[config.mk]
export PLATFORM = sky130hd
export DESIGN_NAME = beverage_vend_ctrl_param
export DESIGN_NICKNAME = d
export VERILOG_FILES = /design/src/rtl/vend_pkg.sv /design/src/rtl/vend_credit_acc.sv /design/src/rtl/beverage_vend_ctrl_param.sv
export SDC_FILE = /design/constraint.sdc
export NUM_CORES = 1
export LEC_CHECK = 0
export BUFFER_PORTS_ARGS = -buffer_cell sky130_fd_sc_hd__buf_2
export CORE_ASPECT_RATIO = 1.5
export CORE_MARGIN = 8
export CORE_UTILIZATION = 25
export DETAILED_ROUTE_END_ITERATION = 6
export GPL_ROUTABILITY_DRIVEN = 0
export HOLD_SLACK_MARGIN = 0.08
export PLACE_DENSITY = 0.53
export RECOVER_POWER = 25
export SETUP_SLACK_MARGIN = 0.02
export SLEW_MARGIN = 0
export SYNTH_ARGS = -nofsm -noshare
export SYNTH_HDL_FRONTEND = slang
export SYNTH_SLANG_ARGS = --single-unit
[constraint.sdc]
create_clock -name clk -period 4.1 [get_ports clk]
set_clock_uncertainty 0.1 [all_clocks]
set_input_delay 1.23 -clock clk [delete_from_list [all_inputs] [get_ports clk]]
set_output_delay 1.23 -clock clk [all_outputs]
set_load 0.01 [all_outputs]
[src/rtl/vend_pkg.sv]
// Shared FSM state type, coin values and sizing helper for the
// beverage vending controller.
package vend_pkg;

   typedef enum logic [1:0] {
      IDLE   = 2'd0,
      CREDIT = 2'd1,
      VEND   = 2'd2,
      CHANGE = 2'd3
   } vend_state_e;

   localparam int HALF_UNITS = 1;
   localparam int ONE_UNITS  = 2;

   // A single-product machine still carries a 1-bit product id.
   function automatic int id_width(input int num_products);
      return (num_products > 1) ? $clog2(num_products) : 1;
   endfunction

endpackage

[src/rtl/vend_credit_acc.sv]
// Credit register: ceiling-checked add, subtract-price and decrement-by-one,
// with the can-accept flag computed on a one-bit-wider sum.
module vend_credit_acc #(
   parameter int CREDIT_W   = 4,
   parameter int MAX_CREDIT = 10
) (
   input  logic                clk,
   input  logic                rst_n,
   input  logic [CREDIT_W-1:0] add_val,
   input  logic                add_en,
   input  logic                sub_en,
   input  logic [CREDIT_W-1:0] sub_val,
   input  logic                dec_en,
   output logic                can_accept,
   output logic [CREDIT_W-1:0] credit
);

   logic [CREDIT_W:0]   sum_s;
   logic [CREDIT_W-1:0] credit_r;
   logic [CREDIT_W-1:0] credit_nxt_s;

   assign sum_s      = {1'b0, credit_r} + {1'b0, add_val};
   assign can_accept = (sum_s <= (CREDIT_W+1)'(MAX_CREDIT));
   assign credit     = credit_r;

   // Next credit value; the controller never raises two controls at once.
   always_comb begin
      credit_nxt_s = credit_r;
      if (add_en && can_accept) begin
         credit_nxt_s = sum_s[CREDIT_W-1:0];
      end else if (sub_en) begin
         credit_nxt_s = (credit_r >= sub_val) ? (credit_r - sub_val) : {CREDIT_W{1'b0}};
      end else if (dec_en) begin
         credit_nxt_s = (credit_r != {CREDIT_W{1'b0}}) ? (credit_r - CREDIT_W'(1)) : {CREDIT_W{1'b0}};
      end else begin
         credit_nxt_s = credit_r;
      end
   end

   // Credit register.
   always_ff @(posedge clk or negedge rst_n) begin
      if (!rst_n) begin
         credit_r <= {CREDIT_W{1'b0}};
      end else begin
         credit_r <= credit_nxt_s;
      end
   end

endmodule

[src/rtl/beverage_vend_ctrl_param.sv]
// Parametrised vending controller: coin acceptance, product selection or
// auto-vend of product 0, dispense, and one-unit-per-cycle change return.
module beverage_vend_ctrl_param
   import vend_pkg::*;
#(
   parameter int NUM_PRODUCTS = 4,
   parameter int CREDIT_W     = 4,
   parameter int MAX_CREDIT   = 10,
   parameter logic [NUM_PRODUCTS*CREDIT_W-1:0] PRICES = {4'd5, 4'd4, 4'd2, 4'd3},
   parameter int AUTO_VEND    = 0,
   localparam int ID_W        = id_width(NUM_PRODUCTS)
) (
   input  logic                clk,
   input  logic                rst_n,
   input  logic                half_dollar,
   input  logic                one_dollar,
   input  logic                sel_valid,
   input  logic [ID_W-1:0]     sel_id,
   input  logic                cancel,
   output logic                collect,
   output logic                coin_reject,
   output logic                dispense,
   output logic [ID_W-1:0]     dispense_id,
   output logic                change_out,
   output logic                sel_denied,
   output logic [CREDIT_W-1:0] credit,
   output logic                busy
);

   localparam int PTBL = 1 << ID_W;

   vend_state_e         state_r;
   vend_state_e         next_state_s;
   logic [ID_W-1:0]     vend_id_r;
   logic [ID_W-1:0]     vend_id_nxt_s;

   logic [CREDIT_W-1:0] price_tbl_s [PTBL];
   logic [CREDIT_W-1:0] sel_price_s;
   logic [CREDIT_W-1:0] vend_price_s;
   logic                sel_in_range_s;

   logic [CREDIT_W-1:0] credit_s;
   logic [CREDIT_W-1:0] coin_val_s;
   logic [CREDIT_W-1:0] post_credit_s;
   logic                coin_present_s;
   logic                can_accept_s;
   logic                coin_ok_s;
   logic                add_en_s;
   logic                sub_en_s;
   logic                dec_en_s;

   logic                collect_s;
   logic                coin_reject_s;
   logic                dispense_s;
   logic [ID_W-1:0]     dispense_id_s;
   logic                change_s;
   logic                denied_s;
   logic                busy_s;

   logic                collect_r;
   logic                coin_reject_r;
   logic                dispense_r;
   logic [ID_W-1:0]     dispense_id_r;
   logic                change_r;
   logic                denied_r;
   logic                busy_r;

   // Unused table slots (non-power-of-two product counts) read as price 0.
   for (genvar i = 0; i < PTBL; i++) begin : g_price
      if (i < NUM_PRODUCTS) begin : g_used
         assign price_tbl_s[i] = PRICES[i*CREDIT_W +: CREDIT_W];
      end else begin : g_unused
         assign price_tbl_s[i] = {CREDIT_W{1'b0}};
      end
   end

   assign sel_in_range_s = (int'(sel_id) < NUM_PRODUCTS);
   assign sel_price_s    = price_tbl_s[sel_id];
   assign vend_price_s   = price_tbl_s[vend_id_r];

   // One dollar wins when both strobes coincide; the half is then refused.
   assign coin_present_s = one_dollar | half_dollar;
   assign coin_val_s     = one_dollar  ? CREDIT_W'(ONE_UNITS)  :
                           half_dollar ? CREDIT_W'(HALF_UNITS) : {CREDIT_W{1'b0}};

   vend_credit_acc #(
      .CREDIT_W   (CREDIT_W),
      .MAX_CREDIT (MAX_CREDIT)
   ) u_credit_acc (
      .clk        (clk),
      .rst_n      (rst_n),
      .add_val    (coin_val_s),
      .add_en     (add_en_s),
      .sub_en     (sub_en_s),
      .sub_val    (vend_price_s),
      .dec_en     (dec_en_s),
      .can_accept (can_accept_s),
      .credit     (credit_s)
   );

   // Next-state and pulse decode; priority in IDLE/CREDIT is cancel > selection > coin.
   always_comb begin
      next_state_s  = state_r;
      vend_id_nxt_s = vend_id_r;
      collect_s     = 1'b0;
      coin_reject_s = 1'b0;
      dispense_s    = 1'b0;
      dispense_id_s = {ID_W{1'b0}};
      change_s      = 1'b0;
      denied_s      = 1'b0;
      add_en_s      = 1'b0;
      sub_en_s      = 1'b0;
      dec_en_s      = 1'b0;
      coin_ok_s     = 1'b0;
      post_credit_s = credit_s;

      case (state_r)
         IDLE, CREDIT: begin
            if (cancel && (state_r == CREDIT)) begin
               next_state_s = CHANGE;
               coin_ok_s    = 1'b0;
            end else if ((AUTO_VEND == 0) && sel_valid) begin
               if (sel_in_range_s && (credit_s >= sel_price_s)) begin
                  next_state_s  = VEND;
                  vend_id_nxt_s = sel_id;
                  coin_ok_s     = 1'b0;
               end else begin
                  denied_s  = 1'b1;
                  coin_ok_s = 1'b1;
               end
            end else begin
               coin_ok_s = 1'b1;
            end

            if (coin_ok_s) begin
               add_en_s      = coin_present_s & can_accept_s;
               collect_s     = coin_present_s & can_accept_s;
               coin_reject_s = (coin_present_s & ~can_accept_s) | (one_dollar & half_dollar);
               post_credit_s = add_en_s ? (credit_s + coin_val_s) : credit_s;
               if ((AUTO_VEND != 0) && (post_credit_s >= price_tbl_s[0])) begin
                  next_state_s  = VEND;
                  vend_id_nxt_s = {ID_W{1'b0}};
               end else begin
                  next_state_s = (post_credit_s == {CREDIT_W{1'b0}}) ? IDLE : CREDIT;
               end
            end else begin
               coin_reject_s = coin_present_s;
            end
         end

         VEND: begin
            coin_reject_s = coin_present_s;
            dispense_s    = 1'b1;
            dispense_id_s = vend_id_r;
            sub_en_s      = 1'b1;
            next_state_s  = (credit_s > vend_price_s) ? CHANGE : IDLE;
         end

         CHANGE: begin
            coin_reject_s = coin_present_s;
            if (credit_s != {CREDIT_W{1'b0}}) begin
               change_s     = 1'b1;
               dec_en_s     = 1'b1;
               next_state_s = (credit_s == CREDIT_W'(1)) ? IDLE : CHANGE;
            end else begin
               next_state_s = IDLE;
            end
         end

         default: begin
            coin_reject_s = coin_present_s;
            next_state_s  = IDLE;
         end
      endcase

      busy_s = (next_state_s == VEND) || (next_state_s == CHANGE);
   end

   // State and latched product id.
   always_ff @(posedge clk or negedge rst_n) begin
      if (!rst_n) begin
         state_r   <= IDLE;
         vend_id_r <= {ID_W{1'b0}};
      end else begin
         state_r   <= next_state_s;
         vend_id_r <= vend_id_nxt_s;
      end
   end

   // Registered output pulses.
   always_ff @(posedge clk or negedge rst_n) begin
      if (!rst_n) begin
         collect_r     <= 1'b0;
         coin_reject_r <= 1'b0;
         dispense_r    <= 1'b0;
         dispense_id_r <= {ID_W{1'b0}};
         change_r      <= 1'b0;
         denied_r      <= 1'b0;
         busy_r        <= 1'b0;
      end else begin
         collect_r     <= collect_s;
         coin_reject_r <= coin_reject_s;
         dispense_r    <= dispense_s;
         dispense_id_r <= dispense_id_s;
         change_r      <= change_s;
         denied_r      <= denied_s;
         busy_r        <= busy_s;
      end
   end

   assign collect     = collect_r;
   assign coin_reject = coin_reject_r;
   assign dispense    = dispense_r;
   assign dispense_id = dispense_id_r;
   assign change_out  = change_r;
   assign sel_denied  = denied_r;
   assign credit      = credit_s;
   assign busy        = busy_r;

endmodule
# After elaboration in Yosys (flattened, before gate mapping)
# Index checks and enable logic that the tools add are counted.
[word_totals]
latchBits = 0
ramBits = 0
elab_cells = 83
out_inout_bits = 12
rom_bits = 0
memories = 0
reg_bits = 16
[classes]
order_cmp = 6
addsub = 4
mux = 38
div_mod_pow = 0
n_shift = 0
n_eq_ne = 6
n_reduce_logical = 10
multipliers = 0
bitwise_logic = 9
[ops]
columns = ["op", "count"]
rows = [
  ["$mux 4", 10],
  ["$mux 2", 9],
  ["$bmux 4 s2", 2],
  ["$mux 1", 15],
  ["$eq 2x2->1 const B", 4],
  ["$ge 4x4->1", 2],
  ["$ge 3x3->1 const B", 2],
  ["$not 2->3", 2],
  ["$pmux 2 s3", 1],
  ["$add 4x2->5", 1],
  ["$le 5x4->1 const B", 1],
  ["$add 4x2->4", 1],
  ["$eq 4x1->1 const B", 1],
  ["$gt 4x4->1", 1],
  ["$logic_not 4->1", 1],
  ["$reduce_and 4->1", 1],
  ["$reduce_bool 4->1", 1],
  ["$reduce_or 2->1", 2],
  ["$sub 4x1->4 const B", 1],
  ["$sub 4x4->4", 1],
  ["$and 1x1->1", 3],
  ["$reduce_bool 3->1", 1],
  ["$eq 2x1->1 const B", 1],
  ["$logic_and 1x1->1", 2],
  ["5 further kinds", 7],
]

# Logic depth before layout (Yosys ltp)
[logic_depth]
depth_word = 13
ltp_mapped = 9
depth_no_buf = 8

# By module
# From an unflattened synthesis, not the netlist that was laid out.
[hier_totals]
hier_cells = 135
area_unflattened_um2 = 1321.3
[by_module_without_submodules]
columns = ["module", "area_each_um2", "cells_per_inst", "instances"]
rows = [
  ["beverage_vend_ctrl_param", 729.4, 70, 1],
  ["vend_credit_acc", 591.8, 65, 1],
]

# Worst setup path after synthesis
# Ideal clock, no wire load.
[synth_path]
kind = "in2reg"
startpoint = "input port half_dollar"
endpoint = "register u_credit_acc.credit_r[3] (netlist: u_credit_acc.credit[3])"
path_stages = 9
setup_slack_ns = 0.832
setup_time_ns = 0.079
path_buffers = 1
arrival_ns = 3.089
cell_sequence = "nor2b_1 -> ha_1 -> fa_1 -> xnor2_1 -> nand2_1 -> a221oi_4 -> and2_4 -> buf_6 -> mux2i_1"
[synth_via]
elab_chain_len = 9
word_cells_on_any_way = 11
[synth_lines]
columns = ["item", "line_no", "rtl"]
rows = [
  ["start: declaration", "beverage_vend_ctrl_param.sv:15", "input logic half_dollar,"],
  ["$mux 1", "beverage_vend_ctrl_param.sv:84", "half_dollar ? CREDIT_W'(HALF_UNITS) : {CREDIT_W{1'b0}};"],
  ["$mux 2", "beverage_vend_ctrl_param.sv:83", "assign coin_val_s = one_dollar ? CREDIT_W'(ONE_UNITS) :"],
  ["$add 4x2->5", "vend_credit_acc.sv:22", "assign sum_s = {1'b0, credit_r} + {1'b0, add_val};"],
  ["$le 5x4->1", "vend_credit_acc.sv:23", "assign can_accept = (sum_s <= (CREDIT_W+1)'(MAX_CREDIT));"],
  ["$and 1x1->1 (*)", "beverage_vend_ctrl_param.sv:136", "add_en_s = coin_present_s & can_accept_s;"],
  ["$mux 1 (*)", "beverage_vend_ctrl_param.sv:135", "if (coin_ok_s) begin"],
  ["$mux 1 (*)", "beverage_vend_ctrl_param.sv:117", "case (state_r)"],
  ["net add_en_s", "beverage_vend_ctrl_param.sv:48", "logic add_en_s;"],
  ["$logic_and 1x1->1 (*)", "vend_credit_acc.sv:29", "if (add_en && can_accept) begin"],
  ["$reduce_bool 3->1 (no source line) or $mux 4 (tied branches)", "-", ""],
  ["end signal: assignment", "vend_credit_acc.sv:43", "credit_r <= {CREDIT_W{1'b0}};"],
  ["end signal: assignment", "vend_credit_acc.sv:45", "credit_r <= credit_nxt_s;"],
  ["end: declaration", "vend_credit_acc.sv:19", "logic [CREDIT_W-1:0] credit_r;"],
]
# The timed path passes the listed nets; every way through them passes the cells marked *.
# A chain may end at the register's enable or synchronous reset.

# Final worst setup path
[layout_path]
startpoint = "input port half_dollar"
endpoint = "register u_credit_acc.credit_r[2] (netlist: u_credit_acc.credit[2])"
[layout_via]
elab_chain_len = 9
word_cells_on_any_way = 11
[layout_lines]
columns = ["item", "line_no"]
rows = [
  ["$mux 1", "beverage_vend_ctrl_param.sv:84"],
  ["$mux 2", "beverage_vend_ctrl_param.sv:83"],
  ["$add 4x2->5", "vend_credit_acc.sv:22"],
  ["$le 5x4->1", "vend_credit_acc.sv:23"],
  ["$and 1x1->1", "beverage_vend_ctrl_param.sv:136"],
  ["$mux 1", "beverage_vend_ctrl_param.sv:135"],
  ["$mux 1", "beverage_vend_ctrl_param.sv:117"],
  ["$logic_and 1x1->1", "vend_credit_acc.sv:29"],
  ["$reduce_bool 3->1 (no source line) or $mux 4 (tied branches)", "-"],
]
# Parallel ways exist; a longest one is shown, timed or not.

==> results.ini <==
[worst_hold_path]
worstHoldStart=vend_id_r[0]
hp-class=reg2reg

[clock_network]
cts-root-buf=clkbuf_8
clk_path_buf_depth=2
post-cts-setup-buffers=0
clkSinkCount=15
cts_buffers=3
cts_resized=0
holdBufCountCts=0
cts_max_level=1
cts_tree=done
clk_latency_ns=0.24
clk_pin_slew_ns=0.06

[floorplanning]
io_pins=20
fp.coreArea_um2=4250
rows=29
die-height_um=97.3
die_w_um=70.2
initial_core_util_pct=25.9
dieArea_um2=6830

[timing]
maxSlewHeadroom_pct=45.0
min_period_over_period_pct=79.5
fin_setup_tns_ns=0
fmax_mhz=307
slew_viol_final=0
hold_viol_final=0
fin_crit_ns=3.26
setup_viol_count_final=0
worst_slew_pin_slew_ns=0.825
grt_setup_unrepaired=no

[finish]
drive_gt1_share_pct=24.1
seqCellArea_um2=375
nNetsFinal=152
synthToLayoutAreaGrowth_pct=15.1
nFillCells=448
multi_input_area_um2=673
diodes=0
final_core_util_pct=29.9

[synth]
synth_edf_count=0
synth_top_area_share_pct=34.1
synthesis.nets=132
postSynthCellCount=114
synth_top_area_cell=dfrtp_1
ys_types=39
ys.flop_type=dfrtp_1
syn_area_per_cell_um2=9.66
ys_seq_elements=15
synth-async-reset-ratio_pct=100
yosysMostFrequentCell=dfrtp_1
yosysWarnings=0
synthTopCellsByArea=dfrtp_1, ha_1, o21ai_0
synth_common_cells=dfrtp_1, o21ai_0, nor2_1
syn_area_um2=1100
yosysSeqAreaShare_pct=34.1

[power]
power_density_nw_per_um2=862
p_leak_uw=0.000561
ir_drop_mv=0.300

[critical_path]
critical_path_class=in2reg
r2r-start=u_credit_acc.credit[0]
reg2reg_slack_ns=1.56
arrival_ns=3.31
critPathMaxFanout=5
crit_chain=buf_2 > nor2b_1 > ha_1 > fa_1 > xnor2_1 > nand2_1 > a221oi_4 > a311oi_1 > a311oi_2
slowest_delay_ns=0.48
crit_path_top_delay_cell=fa_1
crit_required_ns=4.15
cp-startpoint=half_dollar
crit_path_end_kind=register
critPathBufInv=1
path_delay_family=compound AO/OA/AOI/OAI gates
start_kind=input pin

[global_route]
grt_overflow_total=0
antenna_found_initial=0
grtUsageTotal_pct=8.19
grt_pass1_wl_mm=4.48
grt_max_degree=16
grt_pass1_vias=923

[placed_design]
io_buffers=19
hpwl_mm=2.13

[detailed_routing]
wl_per_cell_um=14.6
vias_per_cell=5.07
drc=0
drt-initial-drc-count=35
drt_pass1_iterations=4
ant_nets=0
num_vias=907
wl_mm=2.61

[run_status]
status=finished, final reports clean

[flow_run]
drv_cap=0

power by group:
| group | switching, uW | internal, uW | total (uW) |
|---|---|---|---|
| sequential | 108 | 211 | 319 |
| clock | 48.2 | 68.7 | 117 |
| combinational | 355 | 301 | 657 |
kinds of logic after synthesis:
logic type / synth area share [%]
adders and majority gates: 12.7
buffers and inverters: 4.77
xor gates and xnor gates: 3.18
DFF: 34.1
and+or+nand+nor: 18.4
AOI/OAI and AO/OA: 23.9
muxes: 2.95
path summary, 6_finish.rpt:
kind                                               end  cells after the start
min in group asynchronous                  coin_reject                      1
worst max register to register  u_credit_acc.credit[2]                      7
worst min register to register          dispense_id[0]                      1
max in group asynchronous                 vend_id_r[0]                      1
worst max-delay path            u_credit_acc.credit[2]                      9
worst min-delay path                    dispense_id[0]                      1
final cells by class:
type / instances / area share (%)
inverter: 6 / 1.78
clock buffer: 4 / 3.55
tap: 46 / 4.54
timing repair buffer: 19 / 7.40
multi-input combinational: 89 / 53.1
sequential: 15 / 29.6
placed cells by master, fill, tap and decap left out, types with 2 or more instances in the layout:
cell and n:
ha_1 8, xnor2_1 4, nand2_1 8, buf_2 18, o311ai_0 2, o21ai_0 11, a21oi_1 4, and3_1 2
clkbuf_1 2, nor2b_1 5, nor4_1 2, clkbuf_8 3, inv_1 6, nand3_1 5, and2_0 2, fa_1 2
mux2_2 2, nor2_1 10, dfrtp_1 15
per-layer routing:
layer / track usage, % / vias up / wire length, um
li1: - / 449 / -
met1: 8.38 / 443 / 986
met2: 14.6 / 13 / 1490
met3: 1.33 / 2 / 80
met4: 5.59 / 0 / 55
met5: 0 / - / 0
flip-flops by register name, summed over array words and instances (netlist names):
signal and cells:
u_credit_acc.credit 4, coin_reject 1, collect 1, dispense 1, dispense_id 2, vend_id_r 2, busy 1, sel_denied 1
change_out 1, state_r 1
metrics by stage:
step / total power (uW) / hold WS [ns] / instance area, um^2 / cells / setup slack, ns
2_1_floorplan: 811 / 0.374 / 1100 / 114 / 0.832
3_3_place_gp: 969 / 0.415 / 1220 / 175 / 0.684
3_5_place_dp: 991 / 0.437 / 1220 / 175 / 0.550
4_1_cts: 1110 / 0.450 / 1270 / 179 / 0.836
5_1_grt: 1210 / 0.499 / 1270 / 179 / 0.729
6_report: 1090 / 0.438 / 1270 / 179 / 0.840
Note: power is estimated with default switching activity, not from simulation.
